===== config.mk =====
export PLATFORM = sky130hd
export DESIGN_NAME = capture_ctrl_flat
export DESIGN_NICKNAME = d
export VERILOG_FILES = /design/src/rtl/capture_ctrl_if.sv /design/src/rtl/capture_ctrl.sv /design/src/flat_wrapper.sv
export SDC_FILE = /design/constraint.sdc
export NUM_CORES = 1
export LEC_CHECK = 0
export ABC_AREA = 1
export CAP_MARGIN = 0
export CORE_ASPECT_RATIO = 0.8
export CORE_UTILIZATION = 54
export DETAILED_ROUTE_END_ITERATION = 10
export PLACE_DENSITY = 0.79
export SETUP_SLACK_MARGIN = 0.15
export SLEW_MARGIN = 5
export SYNTH_ARGS = -nofsm -noshare
export SYNTH_HDL_FRONTEND = slang
export SYNTH_SLANG_ARGS = --single-unit

===== constraint.sdc =====
create_clock -name adc_dco -period 5.97 [get_ports adc_dco]
set_input_delay 0.597 -clock adc_dco [delete_from_list [all_inputs] [get_ports adc_dco]]
set_output_delay 0.597 -clock adc_dco [all_outputs]
set_load 0.005 [all_outputs]

===== src/rtl/capture_ctrl_if.sv =====
// FIFO-side bundle of the capture controller: write/read strobes, reset and status.
interface capture_ctrl_if #(
    parameter int unsigned DW = 8
);
    logic [DW-1:0] fifo_din;
    logic          fifo_wren;
    logic          fifo_rden;
    logic          fifo_reset;
    logic          fifo_full;
    logic          fifo_empty;

    modport master (
        output fifo_din, fifo_wren, fifo_rden, fifo_reset,
        input  fifo_full, fifo_empty
    );

    modport slave (
        input  fifo_din, fifo_wren, fifo_rden, fifo_reset,
        output fifo_full, fifo_empty
    );
endinterface


===== src/rtl/capture_ctrl.sv =====
// Triggered ADC capture sequencer: pre-trigger fill, level-crossing/forced trigger,
// post-trigger fill, then host readout from an external FIFO.
module capture_ctrl #(
    parameter logic [15:0] PRE_COUNT = 16'd256,
    parameter int unsigned DW        = 8
) (
    input  logic                  adc_dco,
    input  logic                  rst_n,
    input  logic                  sample_valid,
    input  logic [DW-1:0]         sample,
    input  logic [DW-1:0]         trig_level,
    input  logic                  trig_rising,
    input  logic                  force_trig,
    input  logic                  arm,
    input  logic [15:0]           post_count,
    input  logic                  pic_ready,
    capture_ctrl_if.master        fifo,
    output logic [2:0]            state,
    output logic                  trig_pulse
);
    localparam int unsigned CW = 16;

    typedef enum logic [2:0] {
        IDLE     = 3'd0,
        CLEAR    = 3'd1,
        PREFILL  = 3'd2,
        ARMED    = 3'd3,
        POST     = 3'd4,
        WAITHOST = 3'd5,
        READOUT  = 3'd6
    } state_t;

    state_t               st;
    logic [CW-1:0]        cnt;
    logic [CW-1:0]        post_lat;
    logic signed [DW-1:0] prev;
    logic                 prev_vld;
    logic                 force_q;

    logic                 accept_c;
    logic [CW-1:0]        cnt_inc_c;
    logic [CW-1:0]        cnt_nxt_c;
    logic signed [DW-1:0] smp_s;
    logic signed [DW-1:0] lvl_s;
    logic                 cross_c;
    logic                 trig_c;

    assign state = st;

    // Samples are only written while filling; a full FIFO drops the sample.
    assign accept_c  = sample_valid && !fifo.fifo_full &&
                       (st == PREFILL || st == ARMED || st == POST);
    assign cnt_inc_c = (cnt == {CW{1'b1}}) ? cnt : cnt + CW'(1);
    assign cnt_nxt_c = accept_c ? cnt_inc_c : cnt;

    assign smp_s   = sample;
    assign lvl_s   = trig_level;
    assign cross_c = trig_rising ? (prev <  lvl_s && smp_s >= lvl_s)
                                 : (prev >= lvl_s && smp_s <  lvl_s);
    assign trig_c  = (sample_valid && prev_vld && cross_c) || (force_trig && !force_q);

    always_ff @(posedge adc_dco) begin
        if (!rst_n) begin
            st              <= IDLE;
            cnt             <= '0;
            post_lat        <= '0;
            prev            <= '0;
            prev_vld        <= 1'b0;
            force_q         <= 1'b0;
            fifo.fifo_din   <= '0;
            fifo.fifo_wren  <= 1'b0;
            fifo.fifo_rden  <= 1'b0;
            fifo.fifo_reset <= 1'b1;
            trig_pulse      <= 1'b0;
        end else begin
            fifo.fifo_wren  <= 1'b0;
            fifo.fifo_reset <= 1'b0;
            trig_pulse      <= 1'b0;
            force_q         <= force_trig;

            if (accept_c) begin
                fifo.fifo_din  <= sample;
                fifo.fifo_wren <= 1'b1;
            end

            unique case (st)
                IDLE: begin
                    if (arm) begin
                        st              <= CLEAR;
                        fifo.fifo_reset <= 1'b1;
                    end
                end
                CLEAR: begin
                    cnt <= '0;
                    st  <= PREFILL;
                end
                PREFILL: begin
                    cnt <= cnt_nxt_c;
                    if (cnt_nxt_c >= PRE_COUNT) begin
                        st       <= ARMED;
                        prev_vld <= 1'b0;
                    end
                end
                ARMED: begin
                    // A full FIFO while waiting restarts the pre-trigger window.
                    if (fifo.fifo_full) begin
                        fifo.fifo_reset <= 1'b1;
                        cnt             <= '0;
                        st              <= PREFILL;
                    end else begin
                        if (sample_valid) begin
                            prev     <= smp_s;
                            prev_vld <= 1'b1;
                        end
                        if (trig_c) begin
                            trig_pulse <= 1'b1;
                            post_lat   <= post_count;
                            cnt        <= '0;
                            st         <= POST;
                        end
                    end
                end
                POST: begin
                    if (fifo.fifo_full) begin
                        st <= WAITHOST;
                    end else begin
                        cnt <= cnt_nxt_c;
                        if (cnt_nxt_c >= post_lat) begin
                            st <= WAITHOST;
                        end
                    end
                end
                WAITHOST: begin
                    if (pic_ready) begin
                        st             <= READOUT;
                        fifo.fifo_rden <= 1'b1;
                    end
                end
                READOUT: begin
                    if (fifo.fifo_empty || !pic_ready) begin
                        fifo.fifo_rden <= 1'b0;
                        st             <= IDLE;
                    end
                end
                default: begin
                    st <= IDLE;
                end
            endcase
        end
    end
endmodule


===== src/flat_wrapper.sv =====
// flat-port wrapper written by rule: the top's interface ports become plain ports
module capture_ctrl_flat 
#(
    parameter logic [15:0] PRE_COUNT = 16'd256,
    parameter int unsigned DW        = 8
)
  (adc_dco, rst_n, sample_valid, sample, trig_level, trig_rising, force_trig, arm, post_count, pic_ready, state, trig_pulse, fifo_fifo_din, fifo_fifo_wren, fifo_fifo_rden, fifo_fifo_reset, fifo_fifo_full, fifo_fifo_empty);
  capture_ctrl_if #(.DW(DW)) fifo_i ();
  input  logic adc_dco;
  input  logic rst_n;
  input  logic sample_valid;
  input  logic [DW-1:0] sample;
  input  logic [DW-1:0] trig_level;
  input  logic trig_rising;
  input  logic force_trig;
  input  logic arm;
  input  logic [15:0] post_count;
  input  logic pic_ready;
  output logic [2:0] state;
  output logic trig_pulse;
  output wire logic [$bits(fifo_i.fifo_din)-1:0] fifo_fifo_din;
  output wire logic [$bits(fifo_i.fifo_wren)-1:0] fifo_fifo_wren;
  output wire logic [$bits(fifo_i.fifo_rden)-1:0] fifo_fifo_rden;
  output wire logic [$bits(fifo_i.fifo_reset)-1:0] fifo_fifo_reset;
  input wire logic [$bits(fifo_i.fifo_full)-1:0] fifo_fifo_full;
  input wire logic [$bits(fifo_i.fifo_empty)-1:0] fifo_fifo_empty;
  assign fifo_fifo_din = fifo_i.fifo_din;
  assign fifo_fifo_wren = fifo_i.fifo_wren;
  assign fifo_fifo_rden = fifo_i.fifo_rden;
  assign fifo_fifo_reset = fifo_i.fifo_reset;
  assign fifo_i.fifo_full = fifo_fifo_full;
  assign fifo_i.fifo_empty = fifo_fifo_empty;
  capture_ctrl #(.PRE_COUNT(PRE_COUNT), .DW(DW)) u_core (.adc_dco(adc_dco), .rst_n(rst_n), .sample_valid(sample_valid), .sample(sample), .trig_level(trig_level), .trig_rising(trig_rising), .force_trig(force_trig), .arm(arm), .post_count(post_count), .pic_ready(pic_ready), .fifo(fifo_i), .state(state), .trig_pulse(trig_pulse));
endmodule

==> run summary, run 1 <==
Placed cell area = 4383 µm²
Worst reg2reg setup slack = 2.61 ns
Area share of xor/xnor cells in the synthesized design = 0.01605
Syn-to-layout area delta = 21.13%
Port bufs = 55
Outcome = completed
Maximum clock path buffer count = 2
Global route overflow = 0
Antenna Diode Count = 0
First-pass GRT wire length = 16,830 µm
Pwr Total = 1290 µW
DP Wirelength = 7437 µm
Proportion of layout cells with a drive suffix above 1 = 0.08199
Drt first-iter violations = 280
R2R cell count = 20
Synth Instances = 566
Synth Area in Compound Gates = 0.1451
Worst vdd ir = 0.1826 mV
Final instance area = 4627 µm²
Final hold violation count = 0
Antenna Nets Post-Route = 0
Height of the chip = 77.23 µm
CP max FO = 20
Critical path class = in2reg
Final min period = 3.623 ns
CTS tree = yes
Initial antenna violation count = 0
DRC viols = 0
Crit path launch type = primary input
Via density = 5.377
Fillers = 603
Final WL = 9959 µm
Final GP Congestion = 0.9545
FF+latch count, synth = 57
Largest family of logic cells by synthesized area = simple AND/OR/NAND/NOR gates
Largest net degree at the start of global routing = 38
WP data required = 6.21 ns
Top routing layer used = met4
Gr usage total = 0.2920
Ys Warns = 0
TNS Setup = 0 ns
Htree depth = 3
Synth Area in Simple Gates = 0.3194
Fmax = 276.0 MHz
Setup crit end kind = register
Synth Net Count = 640
Clock skew = 0.009492 ns
Post-synthesis mux area share = 0.002948
WL met2 = 4213 µm
Reg-to-reg critical path endpoint = u_core.state[1]
Worst path arrival time = 3.86 ns
Num CTS Buffers = 9
Setup Viol. Count Final = 0
Maxcap violations = 0
Vias in the first global route = 3,646
Nets = 691
Final period util = 0.6068
Post-Syn Area per Cell = 6.749 µm²
Die area = 7416 µm²
Synthesized area = 3820 µm²
Reg2reg start = u_core.state[0]
I/O pin count = 56
Unrepaired setup endpoints after global routing = no
Via count = 3,812
Last element of the critical path = u_core.state[1]
Leak = 0.002075 µW
Worst Tran Pin Value = 0.8095 ns
Die W = 96.04 µm
Core area = 6858 µm²
Pins Over Slew Limit = 0
FP Rows = 27
CTS Root Cell = clkbuf_8
Worst Hold Class = reg2reg
Worst Setup SP = fifo_fifo_full
Initial Util = 0.5570
Post-CTS setup buffers = 0
Pre-Repair DR Iteration Count = 5
Met1 WL = 4782 µm
Synth unique cells = 37
Power per cell area = 278.8 nW/µm²
Post-cts sizing count = 0
Seq/Total Area, Yosys = 0.2987
CTS Sinks = 57
Routed met3 length = 832 µm
Skew-Pair Late Insertion Delay = 0.35 ns
Rel. slew slack = 0.4590
Worst-path clk slew = 0.06 ns
Drt wl/cell = 14.05 µm
Adder-Cell Fraction of Synth Area = 0.1081
Hold_buf cts = 0
-- cell type report --
type                    instances  area (µm²)  share of cell area
multi-input cells             410        2260              0.4884
inverters                      82       307.8             0.06652
repair buffers                 57       565.5              0.1222
clock buffers                  11       141.4             0.03056
well taps                      87       108.9             0.02353
clock inverters                 5       102.6             0.02217
flip-flops and latches         57        1141              0.2466
-- routing by layer --
metal  vias to the layer above  track usage
li1                       1940            -
met1                      1705       0.4036
met2                       152       0.4383
met3                        15      0.08532
met4                         0      0.07761
met5                         -            0
-- how the worst min path moves through the flow --
stage                                   start                  end  slack [ns]  cells after the start
final                      u_core.post_lat[7]   u_core.post_lat[7]        0.46                      2
after global routing      u_core.post_lat[10]  u_core.post_lat[10]        0.49                      2
after CTS                  u_core.post_lat[7]   u_core.post_lat[7]        0.47                      2
after detailed placement   u_core.post_lat[7]   u_core.post_lat[7]        0.45                      2
after global placement         u_core.prev[0]       u_core.prev[0]        0.45                      2
after floorplan                u_core.prev[0]       u_core.prev[0]        0.43                      2
-- critical path, stage by stage --
cell and delay [ns]:
clkdlybuf4s50_1 0.49, inv_1 0.11, nand2_1 0.08, a21oi_4 0.48
nand2_4 0.16, nor3_2 0.20, nand4_1 0.12, nand2_1 0.11
inv_1 0.05, ha_1 0.28, a21oi_1 0.18, o21a_1 0.14
nand2_1 0.06, nand2_1 0.05, nand3_1 0.12, nor3_1 0.25
nor2_1 0.12, nand3_2 0.10, nand2_1 0.06, nand2_1 0.05
nor2_1 0.04
-- synth_stat cells, drive strengths merged --
cell | n | area [µm²]
a21o | 2 | 15.01
a21oi | 51 | 266.5
a221o | 1 | 10.01
a221oi | 1 | 8.760
and2 | 1 | 6.260
buf | 10 | 85.08
clkbuf | 7 | 26.28
dfxtp | 57 | 1141
ha | 33 | 412.9
inv | 82 | 307.8
mux2 | 1 | 11.26
nand2 | 118 | 478.0
nand3 | 40 | 235.2
nand4 | 14 | 93.84
nor2 | 85 | 354.1
nor3 | 7 | 45.04
nor3b | 1 | 7.510
o211ai | 1 | 7.510
o21a | 1 | 7.510
o21ai | 44 | 224.0
o21bai | 1 | 7.510
o31ai | 1 | 7.510
xnor2 | 1 | 8.760
xor2 | 6 | 52.55
-- where the power goes --
part | internal, µW | leakage, µW | switching (µW)
clock | 288 | 0.000120 | 159
sequential | 407 | 0.000461 | 23.7
combinational | 150 | 0.00149 | 263
total | 844 | 0.00207 | 445
-- sequential cells by signal, summed over array words and instances, names as in the netlist --
name and flops:
u_core.cnt 16, u_core.fifo.fifo_din 8, u_core.fifo.fifo_rden 1, u_core.fifo.fifo_reset 1, u_core.fifo.fifo_wren 1, u_core.force_q 1, u_core.post_lat 16, u_core.prev 8
u_core.prev_vld 1, u_core.state 3, u_core.trig_pulse 1
-- placed cells by master (no fill, tap or decap), drive strengths merged, types with 2 or more instances in the layout --
| cell type | netlist | routed |
|---|---|---|
| nand2 | 118 | 118 |
| nor2 | 85 | 85 |
| inv | 82 | 82 |
| dfxtp | 57 | 57 |
| clkdlybuf4s50 | 0 | 55 |
| a21oi | 51 | 51 |
| o21ai | 44 | 44 |
| nand3 | 40 | 40 |
| ha | 33 | 33 |
| nand4 | 14 | 14 |
| clkbuf | 7 | 11 |
| nor3 | 7 | 7 |
| xor2 | 6 | 6 |
| bufinv | 0 | 3 |
| a21o | 2 | 2 |
| buf | 10 | 2 |
-- stage by stage --
| stage | utilization | hold WS [ns] | cells | setup slack [ns] |
|---|---|---|---|---|
| floorplan | - | 0.4331 | 566 | 3.112 |
| global route | 0.6747 | 0.4943 | 709 | 1.972 |
| detailed placement | 0.6391 | 0.4549 | 693 | 2.067 |
| CTS | 0.6747 | 0.4655 | 709 | 2.394 |
| global placement | 0.6391 | 0.4473 | 693 | 2.175 |
| finish | 0.6747 | 0.4636 | 709 | 2.347 |
-- cells by family after synthesis --
logic type                 Yosys count
AOI/OAI and AO/OA                  103
xor gates and xnor gates             7
adders and majority gates           33
buffers and inverters               99
DFF                                 57
muxes                                1
and+or+nand+nor                    266
Note: power is estimated with default switching activity, not from simulation.
==> inputs of run 2 (changes only) <==
--- a/config.mk
+++ b/config.mk
@@ -8,9 +8,9 @@
 export ABC_AREA = 1
 export CAP_MARGIN = 0
 export CORE_ASPECT_RATIO = 0.8
-export CORE_UTILIZATION = 54
+export CORE_UTILIZATION = 50
 export DETAILED_ROUTE_END_ITERATION = 10
-export PLACE_DENSITY = 0.79
+export PLACE_DENSITY = 0.77
 export SETUP_SLACK_MARGIN = 0.15
 export SLEW_MARGIN = 5
 export SYNTH_ARGS = -nofsm -noshare
==> constraint.sdc (replaced) <==
create_clock -name adc_dco -period 3.1 [get_ports adc_dco]
set_input_delay 0.31 -clock adc_dco [delete_from_list [all_inputs] [get_ports adc_dco]]
set_output_delay 0.31 -clock adc_dco [all_outputs]
set_load 0.005 [all_outputs]
==> run 2 against run 1 <==
Against the previous run:
- setup slack lost 2.1 ns
- largest power group is now combinational cells
- flip-flop and latch count is the same
- count of clock-buffer cells in the layout shrank 1
- sequential share of layout area shrank 2.3 points
- clock power grew 58%
- critical endpoint unchanged
- core utilization grew 2.5 points
- non-clock buffer count grew 48
- power grew 93%
- routed wire length grew 11%
- cell count grew 9.2%
- via count grew 7.7%
- critical path depth is the same
==> run summary, run 2 (same netlist as run 1, synthesis figures left out) <==
Final period util = 0.9352
FP Rows = 28
Worst path arrival time = 3.14 ns
Crit path launch type = register
Drt first-iter violations = 240
Reg-to-reg critical path endpoint = u_core.state[1]
Cell Count, Final, Fillers Out = 774
Pwr Total = 2494 µW
CTS tree = yes
R2R cell count = 21
Multi-input logic area = 2425 µm²
Pre-Repair DR Iteration Count = 6
Fillers = 595
Reg2reg start = u_core.cnt[0]
Worst-path clk slew = 0.07 ns
Htree depth = 3
Final min period = 2.899 ns
Maximum clock path buffer count = 2
Worst Setup SP = u_core.cnt[0]
Initial Util = 0.5168
Port bufs = 55
FF/Latch Area = 1156 µm²
Most frequent cells in the layout = nand2_1 (105), inv_1 (76), nor2_1 (71)
Skew-Pair Late Insertion Delay = 0.36 ns
Outcome = completed
First-pass GRT wire length = 17,600 µm
Height of the chip = 80.18 µm
DRC viols = 0
Unrepaired setup endpoints after global routing = yes
Worst reg2reg setup slack = 0.20 ns
Antenna Diode Count = 0
Final GP Congestion = 0.9296
Die W = 99.72 µm
Proportion of layout cells with a drive suffix above 1 = 0.1988
WP data required = 3.34 ns
Via density = 5.305
Worst Tran Pin Value = 0.8003 ns
Placed insts = 747
Global route overflow = 0
Last element of the critical path = u_core.state[1]
Most common cell after layout, fill and taps aside = nand2_1
Placed cell area = 4688 µm²
Rel. slew slack = 0.4629
Vias in the first global route = 3,802
DP Wirelength = 7938 µm
I/O pin count = 56
Via count = 4,106
Die area = 7996 µm²
Final instance area = 5169 µm²
Power per cell area = 482.5 nW/µm²
Setup crit end kind = register
Maxcap violations = 0
Top Registers = u_core.cnt (16), u_core.post_lat (16)
Core area = 7392 µm²
Hold_buf cts = 0
Worst Hold Class = reg2reg
Fmax = 344.9 MHz
Clock skew = 0.01097 ns
Num CTS Buffers = 9
Min Hold Slack = 0.4664 ns
CTS Root Cell = clkbuf_8
Largest net degree at the start of global routing = 37
Critical path class = reg2reg
Initial antenna violation count = 0
Worst vdd ir = 0.3591 mV
Final hold violation count = 0
CP max FO = 3
Leak = 0.002361 µW
Syn-to-layout area delta = 35.31%
Gr usage total = 0.2791
Setup Viol. Count Final = 0
Nets = 739
Final WL = 11,100 µm
Drt wl/cell = 14.34 µm
TNS Setup = 0 ns
Antenna Nets Post-Route = 0
CTS Sinks = 57
Pins Over Slew Limit = 0
-- run 2: cell types whose count changed in the layout (fill, tap and decap cells not counted), sizes merged --
cell / change
clkbuf: -1
dlymetal6s2s: +1
clkinv: +2
buf: +48
bufinv: -2
clkdlybuf4s50: -1
-- run 2: repair_timing --
action | CTS | global route
buffers inserted | 7 | 5
gates resized for setup | 16 | 39
pin swaps | 14 | 14
setup endpoints to repair | 3 | 3
-- run 2: report_power, final --
part	internal (µW)	leakage (µW)	switching, µW
Clock	387	0.0000981	321
Sequential	784	0.000466	41.6
Combinational	369	0.00180	591
-- run 2: critical path, cell delays in order (launching register included) --
cell and delay [ns]:
dfxtp_2 0.37, ha_4 0.14, inv_2 0.04, nor2_2 0.09, nand2_2 0.08, nor2_4 0.12, nand3_4 0.11, buf_6 0.15
o211ai_1 0.25, ha_1 0.31, nand2_1 0.08, inv_1 0.05, o21ai_2 0.12, nand2_1 0.08, a21oi_2 0.12, nand3_2 0.15
nor3_4 0.22, nor2_4 0.06, nand3_2 0.10, nand2_1 0.05, nand2_1 0.05, nor2_1 0.04
-- run 2: metrics by stage --
| stage | util | worst slack (ns) |
|---|---|---|
| 2_1_floorplan | - | 0.3474 |
| 3_3_place_gp | 0.6342 | -0.1099 |
| 3_5_place_dp | 0.6342 | -0.2023 |
| 4_1_cts | 0.6762 | 0.1524 |
| 5_1_grt | 0.6992 | -0.02141 |
| 6_report | 0.6992 | 0.2009 |
-- run 2: worst min-delay path by stage --
stage,slack (ns),endpoint,cells past startpoint,startpoint
2_1_floorplan,0.40,u_core.force_q,2,force_trig
3_3_place_gp,0.45,u_core.prev[0],2,u_core.prev[0]
3_5_place_dp,0.45,u_core.post_lat[15],2,u_core.post_lat[15]
4_1_cts,0.47,u_core.post_lat[15],2,u_core.post_lat[15]
5_1_grt,0.49,u_core.post_lat[7],2,u_core.post_lat[7]
6_report,0.47,u_core.post_lat[15],2,u_core.post_lat[15]
-- run 2: final cells by class --
class,count,area share
well taps,105,0.02542
clock inverters,5,0.01089
multi-input cells,410,0.4691
clock buffers,10,0.02663
flip-flops and latches,57,0.2237
repair buffers,105,0.1842
inverters,82,0.06003
-- run 2: routing by layer --
metal,GRT usage,share of wire,vias up
li1,-,-,2036
met5,0,0,-
met4,0.09853,0.016,0
met2,0.4483,0.45,146
met3,0.04787,0.076,23
met1,0.3758,0.46,1901
